==> src/rtl/uart_tx_feeder.sv <==
// uart_tx_feeder
//   Byte FIFO that feeds a UART transmitter one byte at a time. Writes are
//   queued in a circular buffer. A small launcher FSM pops the head byte and
//   strobes the transmitter. It then waits for the transmitter to go busy and
//   idle again, or gives up after four quiet cycles.
//
// Ports
//   i_Clock      sole clock, rising edge
//   i_Rst        synchronous active-high reset
//   i_Wr_DV      write strobe, one byte per cycle while high
//   i_Wr_Byte    write data
//   o_Full       registered, count == DEPTH
//   o_Empty      registered, count == 0
//   o_Count      registered byte count
//   o_Overflow   one-cycle pulse after a write was dropped because full
//   o_Tx_DV      one-cycle start strobe to the transmitter
//   o_Tx_Byte    byte for the transmitter, held until the next pop
//   i_Tx_Active  transmitter busy flag
//   o_Busy       launcher is in any state other than IDLE
module uart_tx_feeder #(
  parameter int DEPTH = 16
) (
  input  logic                     i_Clock,
  input  logic                     i_Rst,
  input  logic                     i_Wr_DV,
  input  logic [7:0]               i_Wr_Byte,
  output logic                     o_Full,
  output logic                     o_Empty,
  output logic [$clog2(DEPTH):0]   o_Count,
  output logic                     o_Overflow,
  output logic                     o_Tx_DV,
  output logic [7:0]               o_Tx_Byte,
  input  logic                     i_Tx_Active,
  output logic                     o_Busy
);

  localparam int AW = $clog2(DEPTH);
  localparam int CW = AW + 1;
  localparam logic [CW-1:0] C_FULL      = CW'(DEPTH);
  localparam logic [1:0]    C_WAIT_LAST = 2'd3;

  typedef enum logic [1:0] {
    IDLE        = 2'd0,
    LAUNCH      = 2'd1,
    WAIT_ACTIVE = 2'd2,
    WAIT_DONE   = 2'd3
  } state_t;

  logic [7:0]    r_Mem [DEPTH];
  logic [AW-1:0] r_Wr_Ptr;
  logic [AW-1:0] r_Rd_Ptr;
  logic [CW-1:0] r_Count;
  logic          r_Full;
  logic          r_Empty;
  logic          r_Overflow;

  state_t        r_State;
  logic          r_Tx_DV;
  logic [7:0]    r_Tx_Byte;
  logic          r_Busy;
  logic [1:0]    r_Wait_Cnt;

  logic          w_Wr;
  logic          w_Pop;
  logic [CW-1:0] w_Count_Next;

  // Fullness is judged before this edge's pop, so a pop never makes room
  // for a write arriving in the same cycle.
  assign w_Wr  = i_Wr_DV && !r_Full;
  assign w_Pop = (r_State == IDLE) && !r_Empty && !i_Tx_Active;

  always_comb begin
    w_Count_Next = r_Count;
    if (w_Wr && !w_Pop)
      w_Count_Next = r_Count + 1'b1;
    else if (!w_Wr && w_Pop)
      w_Count_Next = r_Count - 1'b1;
  end

  // Storage array, no reset needed: contents are only read behind the count.
  always_ff @(posedge i_Clock) begin
    if (!i_Rst && w_Wr)
      r_Mem[r_Wr_Ptr] <= i_Wr_Byte;
  end

  always_ff @(posedge i_Clock) begin
    if (i_Rst) begin
      r_Wr_Ptr   <= '0;
      r_Rd_Ptr   <= '0;
      r_Count    <= '0;
      r_Full     <= 1'b0;
      r_Empty    <= 1'b1;
      r_Overflow <= 1'b0;
    end else begin
      if (w_Wr)
        r_Wr_Ptr <= r_Wr_Ptr + 1'b1;
      if (w_Pop)
        r_Rd_Ptr <= r_Rd_Ptr + 1'b1;
      r_Count    <= w_Count_Next;
      r_Full     <= (w_Count_Next == C_FULL);
      r_Empty    <= (w_Count_Next == '0);
      r_Overflow <= i_Wr_DV && r_Full;
    end
  end

  // Launcher FSM. o_Tx_DV is raised on the pop edge, so it is high exactly
  // for the LAUNCH cycle.
  always_ff @(posedge i_Clock) begin
    if (i_Rst) begin
      r_State    <= IDLE;
      r_Tx_DV    <= 1'b0;
      r_Tx_Byte  <= '0;
      r_Busy     <= 1'b0;
      r_Wait_Cnt <= '0;
    end else begin
      case (r_State)
        IDLE: begin
          r_Tx_DV <= 1'b0;
          if (w_Pop) begin
            r_Tx_Byte <= r_Mem[r_Rd_Ptr];
            r_Tx_DV   <= 1'b1;
            r_Busy    <= 1'b1;
            r_State   <= LAUNCH;
          end
        end
        LAUNCH: begin
          r_Tx_DV    <= 1'b0;
          r_Wait_Cnt <= '0;
          r_State    <= WAIT_ACTIVE;
        end
        WAIT_ACTIVE: begin
          r_Tx_DV <= 1'b0;
          if (i_Tx_Active) begin
            r_State <= WAIT_DONE;
          end else if (r_Wait_Cnt == C_WAIT_LAST) begin
            // Transmitter never answered; the popped byte is dropped.
            r_State <= IDLE;
            r_Busy  <= 1'b0;
          end else begin
            r_Wait_Cnt <= r_Wait_Cnt + 1'b1;
          end
        end
        WAIT_DONE: begin
          r_Tx_DV <= 1'b0;
          if (!i_Tx_Active) begin
            r_State <= IDLE;
            r_Busy  <= 1'b0;
          end
        end
        default: begin
          r_State <= IDLE;
          r_Tx_DV <= 1'b0;
          r_Busy  <= 1'b0;
        end
      endcase
    end
  end

  assign o_Full     = r_Full;
  assign o_Empty    = r_Empty;
  assign o_Count    = r_Count;
  assign o_Overflow = r_Overflow;
  assign o_Tx_DV    = r_Tx_DV;
  assign o_Tx_Byte  = r_Tx_Byte;
  assign o_Busy     = r_Busy;

endmodule
==> config.mk <==
export PLATFORM = sky130hd
export DESIGN_NAME = uart_tx_feeder
export DESIGN_NICKNAME = d
export VERILOG_FILES = /design/src/rtl/uart_tx_feeder.sv
export SDC_FILE = /design/constraint.sdc
export NUM_CORES = 1
export LEC_CHECK = 0
export CAP_MARGIN = 20
export CORE_MARGIN = 4
export CORE_UTILIZATION = 40
export DETAILED_ROUTE_END_ITERATION = 8
export HOLD_SLACK_MARGIN = 0.03
export PLACE_DENSITY = 0.59
export SETUP_SLACK_MARGIN = 0.5
export SLEW_MARGIN = 0
export SYNTH_ARGS = -nofsm -noshare
export SYNTH_HDL_FRONTEND = slang
export SYNTH_SLANG_ARGS = --single-unit
==> constraint.sdc <==
create_clock -name i_Clock -period 2.8 [get_ports i_Clock]
set_input_delay 0.84 -clock i_Clock [delete_from_list [all_inputs] [get_ports i_Clock]]
set_output_delay 0.84 -clock i_Clock [all_outputs]
set_load 0.01 [all_outputs]
---- After elaboration in Yosys (flattened, before gate mapping) ----
Memories as Yosys holds them, arrays and structs flattened. A register that Yosys moved wholly into a read port is not among the register bits.
Index checks and enable logic that the tools add are counted.
storage, ports and cells
  flip-flop bits (word level) ............. 22
  word-level logic and storage cells ...... 68
  memories ................................ 1
  input bits .............................. 12
  memory bits (writable) .................. 128
operators by class
  muxes and demuxes ....................... 19
  add/sub/neg operators ................... 5
  reductions and logical operators ........ 22
  eq/ne operators ......................... 11
memories
  name   depth  bits a word  rd ports  clocked after Yosys merged registers in  write ports  RTL line  RTL
  r_Mem  16     8            1         1                                        1            49        logic [7:0] r_Mem [DEPTH];
operators with widths
  operator             number
  $mux 2               6
  $mux 5               2
  $ne 2x2->1 const B   5
  $add 4x1->4 const B  2
  $pmux 2 s4           1
  $logic_and 1x1->1    7
  $mux 1               7
  $eq 2x2->1 const B   3
  $logic_not 1->1      6
  $reduce_and 3->1     2
  $add 5x1->5 const B  1
  $eq 5x5->1 const B   1
  $logic_not 5->1      1
  $reduce_and 5->1     1
  $sub 5x1->5 const B  1
  $pmux 2 s2           1
  $ne 3x3->1 const B   1
  $pmux 1 s3           1
  $reduce_bool 3->1    1
  $reduce_or 3->1      1
  $add 2x1->2 const B  1
  $eq 2x1->1 const B   1
  $logic_not 2->1      1
  $pmux 1 s2           1
  2 further kinds      2

---- Depth between registers and ports, before layout ----
  depth in word-level cells ............... 7
  depth in mapped cells ................... 8
  gate-level depth less buffers ........... 7

---- Worst setup path after synthesis ----
OpenSTA, ideal clock, no wires.
  path kind ............................... input to register
  start ................................... input i_Wr_DV
  end ..................................... memory r_Mem[3][0] (enable)
  buffers on the path ..................... 1
  arrival time ............................ 1.926 ns
  data required time ...................... 2.430 ns
  setup time .............................. 0.370 ns
  path slack .............................. 0.504 ns
  cell stages on the path ................. 4
  cells stage by stage .................... nor2b_1 -> clkbuf_1 -> nand2_1 -> nor2_1
on the way
  cells in the longest elaborated chain, start to end .. 4
ends and longest elaborated chain
  element                       RTL line  RTL
  start: declaration            25        input logic i_Wr_DV,
  $logic_and 1x1->1             69        assign w_Wr = i_Wr_DV && !r_Full;
  $logic_and 1x1->1             82        if (!i_Rst && w_Wr)
  $mux 1                        82
  $mux 1 (not written as such)  83        r_Mem[r_Wr_Ptr] <= i_Wr_Byte;
  end: declaration              49
No other way between the ends.

---- Worst setup path in the final report ----
  start ................................... register r_Count[0] (netlist: o_Count[0])
  end ..................................... output o_Count[0]
RTL lines
  element                   RTL line  RTL
  start: declaration        52        logic [CW-1:0] r_Count;
  start signal: assignment  99        r_Count <= w_Count_Next;
  end: declaration          29        output logic [$clog2(DEPTH):0] o_Count,
No word-level cell between the ends.

==> impl_metrics.toml <==
[global_route]
grt_pass1_vias = 3498
grt_first_pass_wirelength_microns = 20800
grt-ovfl-total = 0
antenna_found_initial = 0
grt_max_degree = 36
grt_usage_pct = 15.7

[setup_path]
path_buf_inv = 1
critPathSlowestCell = "clkdlybuf4s50_1"
slowest_delay_ns = 0.56
cp.arrival_ns = 1.40
r2r_setup_slack_ns = 0.68
worst-path-stages = 1
r2r_end = "o_Full"
critPathLaunch = "o_Count[0]"
crit_type = "register to output pin"
critPathMaxFanout = 9
path_cells = "clkdlybuf4s50_1"
rr_startpoint = "r_State[0]"
path_delay_family = "buffers and inverters"
worst-r2r-cell-count = 8
critPathRequiredTime_ns = 1.96
crit_end = "o_Count[0]"
startpoint_type = "register"
end_kind = "output pin"

[cells_and_area]
drive_gt1_share_pct = 24.5
diodes = 0
final_cell_mix = "edfxtp_1 (128), nor2_1 (42), mux4_2 (32)"
layoutNonFillerInstCount = 669
area_delta_synth_final_pct = 22.4
final_core_util_pct = 50.4
final_common_cell = "edfxtp_1"
nets = 470

[placement]
dp_slack_ns = 0.0912
dpl.cell_count = 633
io_buffers = 29
dpl.hpwl_microns = 8460
gp_congestion = 0.810

[clocking]
cts-hold-fix-buffers = 0
clock-sinks = 158
cts-root-buf = "clkbuf_16"
clk_pin_slew_ns = 0.06
clock_latency_ns = 0.42
cts_buffer_depth = 2
tritoncts = "yes"
cts_max_level = 4
cts_made_buffers = 17

[floorplanning]
die_w_microns = 134
die-area_sq_um = 17800
die_y_microns = 134
rows = 45
ios = 30
coreArea_sq_um = 15300
initial_utilization_pct = 41.2

[power_and_ir_drop]
p_leak_uw = 0.00255
power.density_nw_per_um2 = 786
peakVddDrop_uv = 536

[sta]
fin_crit_ns = 2.24
fmax_mhz = 447
setup_slack_ns = 0.563
setup_viol = 0
slew_headroom_pct = 54.6
tightest_slew_ns = 0.680
hold_violations = 0
fin_setup_tns_ns = 0
rsz0062_at_grt = "no"
fin_crit_sh_pct = 79.9
maxSlewViolCount = 0
finClkSkew_ns = 0.0120

[route]
vias_per_cell = 5.16
drtIter0Drc = 217
via_count = 3452
remaining_drc_errors = 0
routed_wl_microns = 13400
wl_per_cell_microns = 20.0
dr.pass1.iters = 4
ant_nets = 0

[hold_path]
hold_path.class = "register to register"

[synthesis]
ys_warn_count = 0
synthCells = 381
ys_types = 45
ys_seq_area_share_pct = 70.5
syn_area_sq_um = 6300
avgSynthCellArea_sq_um = 16.5
synthesis.nets = 406
synth_seq_cells = 158

[status]
status = "finished, final reports clean"

[flow_run]
max-cap-violations = 0
[power breakdown]
group	switching (uW)	internal (uW)	total, uW
clock network	941	1420	2360
logic	487	502	989
registers	86.2	2630	2710
[repair_timing]
action | in CTS | in global routing
endpoints found under the setup margin | 3 | 5
gates resized for setup | 3 | 10
setup buffers | 0 | 4
pin swaps | 0 | 3
[Yosys cell counts (all sizes together)]
cell type / instances / area share [%]
edfxtp: 128 / 61
nor2: 43 / 2.6
mux4: 32 / 11
dfxtp: 30 / 9.5
a21oi: 21 / 1.7
a22oi: 17 / 2.0
nand2: 15 / 0.89
ha: 13 / 2.6
clkbuf: 11 / 0.67
inv: 9 / 0.54
buf: 7 / 0.52
o21ai: 5 / 0.40
xnor2: 5 / 0.69
nand4: 4 / 0.40
nor2b: 4 / 0.40
xor2: 4 / 0.56
and3: 2 / 0.28
mux2i: 2 / 0.32
nand2b: 2 / 0.20
nand3: 2 / 0.16
nor3: 2 / 0.16
nor3b: 2 / 0.42
o21a: 2 / 0.24
or2: 2 / 0.20
or3b: 2 / 0.28
or4: 2 / 0.24
a211oi: 1 / 0.12
a21boi: 1 / 0.12
a311oi: 1 / 0.14
a41o: 1 / 0.16
a41oi: 1 / 0.14
and2: 1 / 0.099
nand3b: 1 / 0.12
nand4b: 1 / 0.14
nor4: 1 / 0.099
nor4b: 1 / 0.24
o221ai: 1 / 0.14
o22ai: 1 / 0.099
or3: 1 / 0.099
[flip-flops by register name (all words and copies together) (netlist names)]
register    cells
o_Empty         1
r_Wait_Cnt      2
r_Wr_Ptr        4
o_Busy          1
o_Overflow      1
r_Mem         128
o_Full          1
o_Tx_DV         1
r_State         2
o_Count         5
o_Tx_Byte       8
r_Rd_Ptr        4
[metal layers]
layer	GRT usage, %	wire [microns]	vias up	part of all wire, %
met5	0	0	-	0
met1	21.6	5950	1772	45
li1	-	-	1605	-
met4	3.94	121	0	0.91
met3	4.49	581	8	4.3
met2	24.7	6710	67	50
[cell type report]
class | count | area, sq um
Multi-Input combinational cell | 196 | 1780
Clock buffer | 18 | 429
Fill cell | 1306 | 7590
Inverter | 9 | 33.8
Clock inverter | 14 | 180
Timing Repair Buffer | 63 | 581
Tap cell | 211 | 264
Sequential cell | 158 | 4450
[worst reg2reg max path, stage by stage (launching register included)]
cell,delay (ns)
dfxtp_1,0.40
inv_1,0.11
ha_1,0.25
or3b_4,0.27
buf_6,0.19
nand4_1,0.16
mux2i_2,0.24
xnor2_2,0.13
nor4b_2,0.28
[worst min path at each step]
| stage | from | to | slack, ns | cells after the start |
|---|---|---|---|---|
| final | o_Full | o_Overflow | 0.46 | 2 |
| after CTS | o_Full | o_Overflow | 0.47 | 2 |
| after global routing | o_Full | o_Overflow | 0.48 | 2 |
| after detailed placement | o_Full | o_Overflow | 0.46 | 2 |
| after floorplan | r_State[1] | r_State[1] | 0.46 | 2 |
| after global placement | o_Full | o_Overflow | 0.46 | 2 |
[stage by stage]
stage	instance area (sq um)	hold WS (ns)	total power (uW)
global route	7720	0.482	6360
CTS	7650	0.472	6100
global placement	7040	0.455	3690
finish	7720	0.463	6070
detailed placement	7040	0.460	3720
floorplan	6300	0.465	3370
[kinds of logic after synthesis]
| group | synth area share [%] |
|---|---|
| flip-flops | 70.5 |
| AND/OR/NAND/NOR | 6.97 |
| AO/OA/AOI/OAI | 5.24 |
| multiplexers | 11.7 |
| buffers and inverters | 1.73 |
| adder cells (fa/ha/maj) | 2.58 |
| XOR/XNOR | 1.25 |
(Power assumes the default switching activity.)
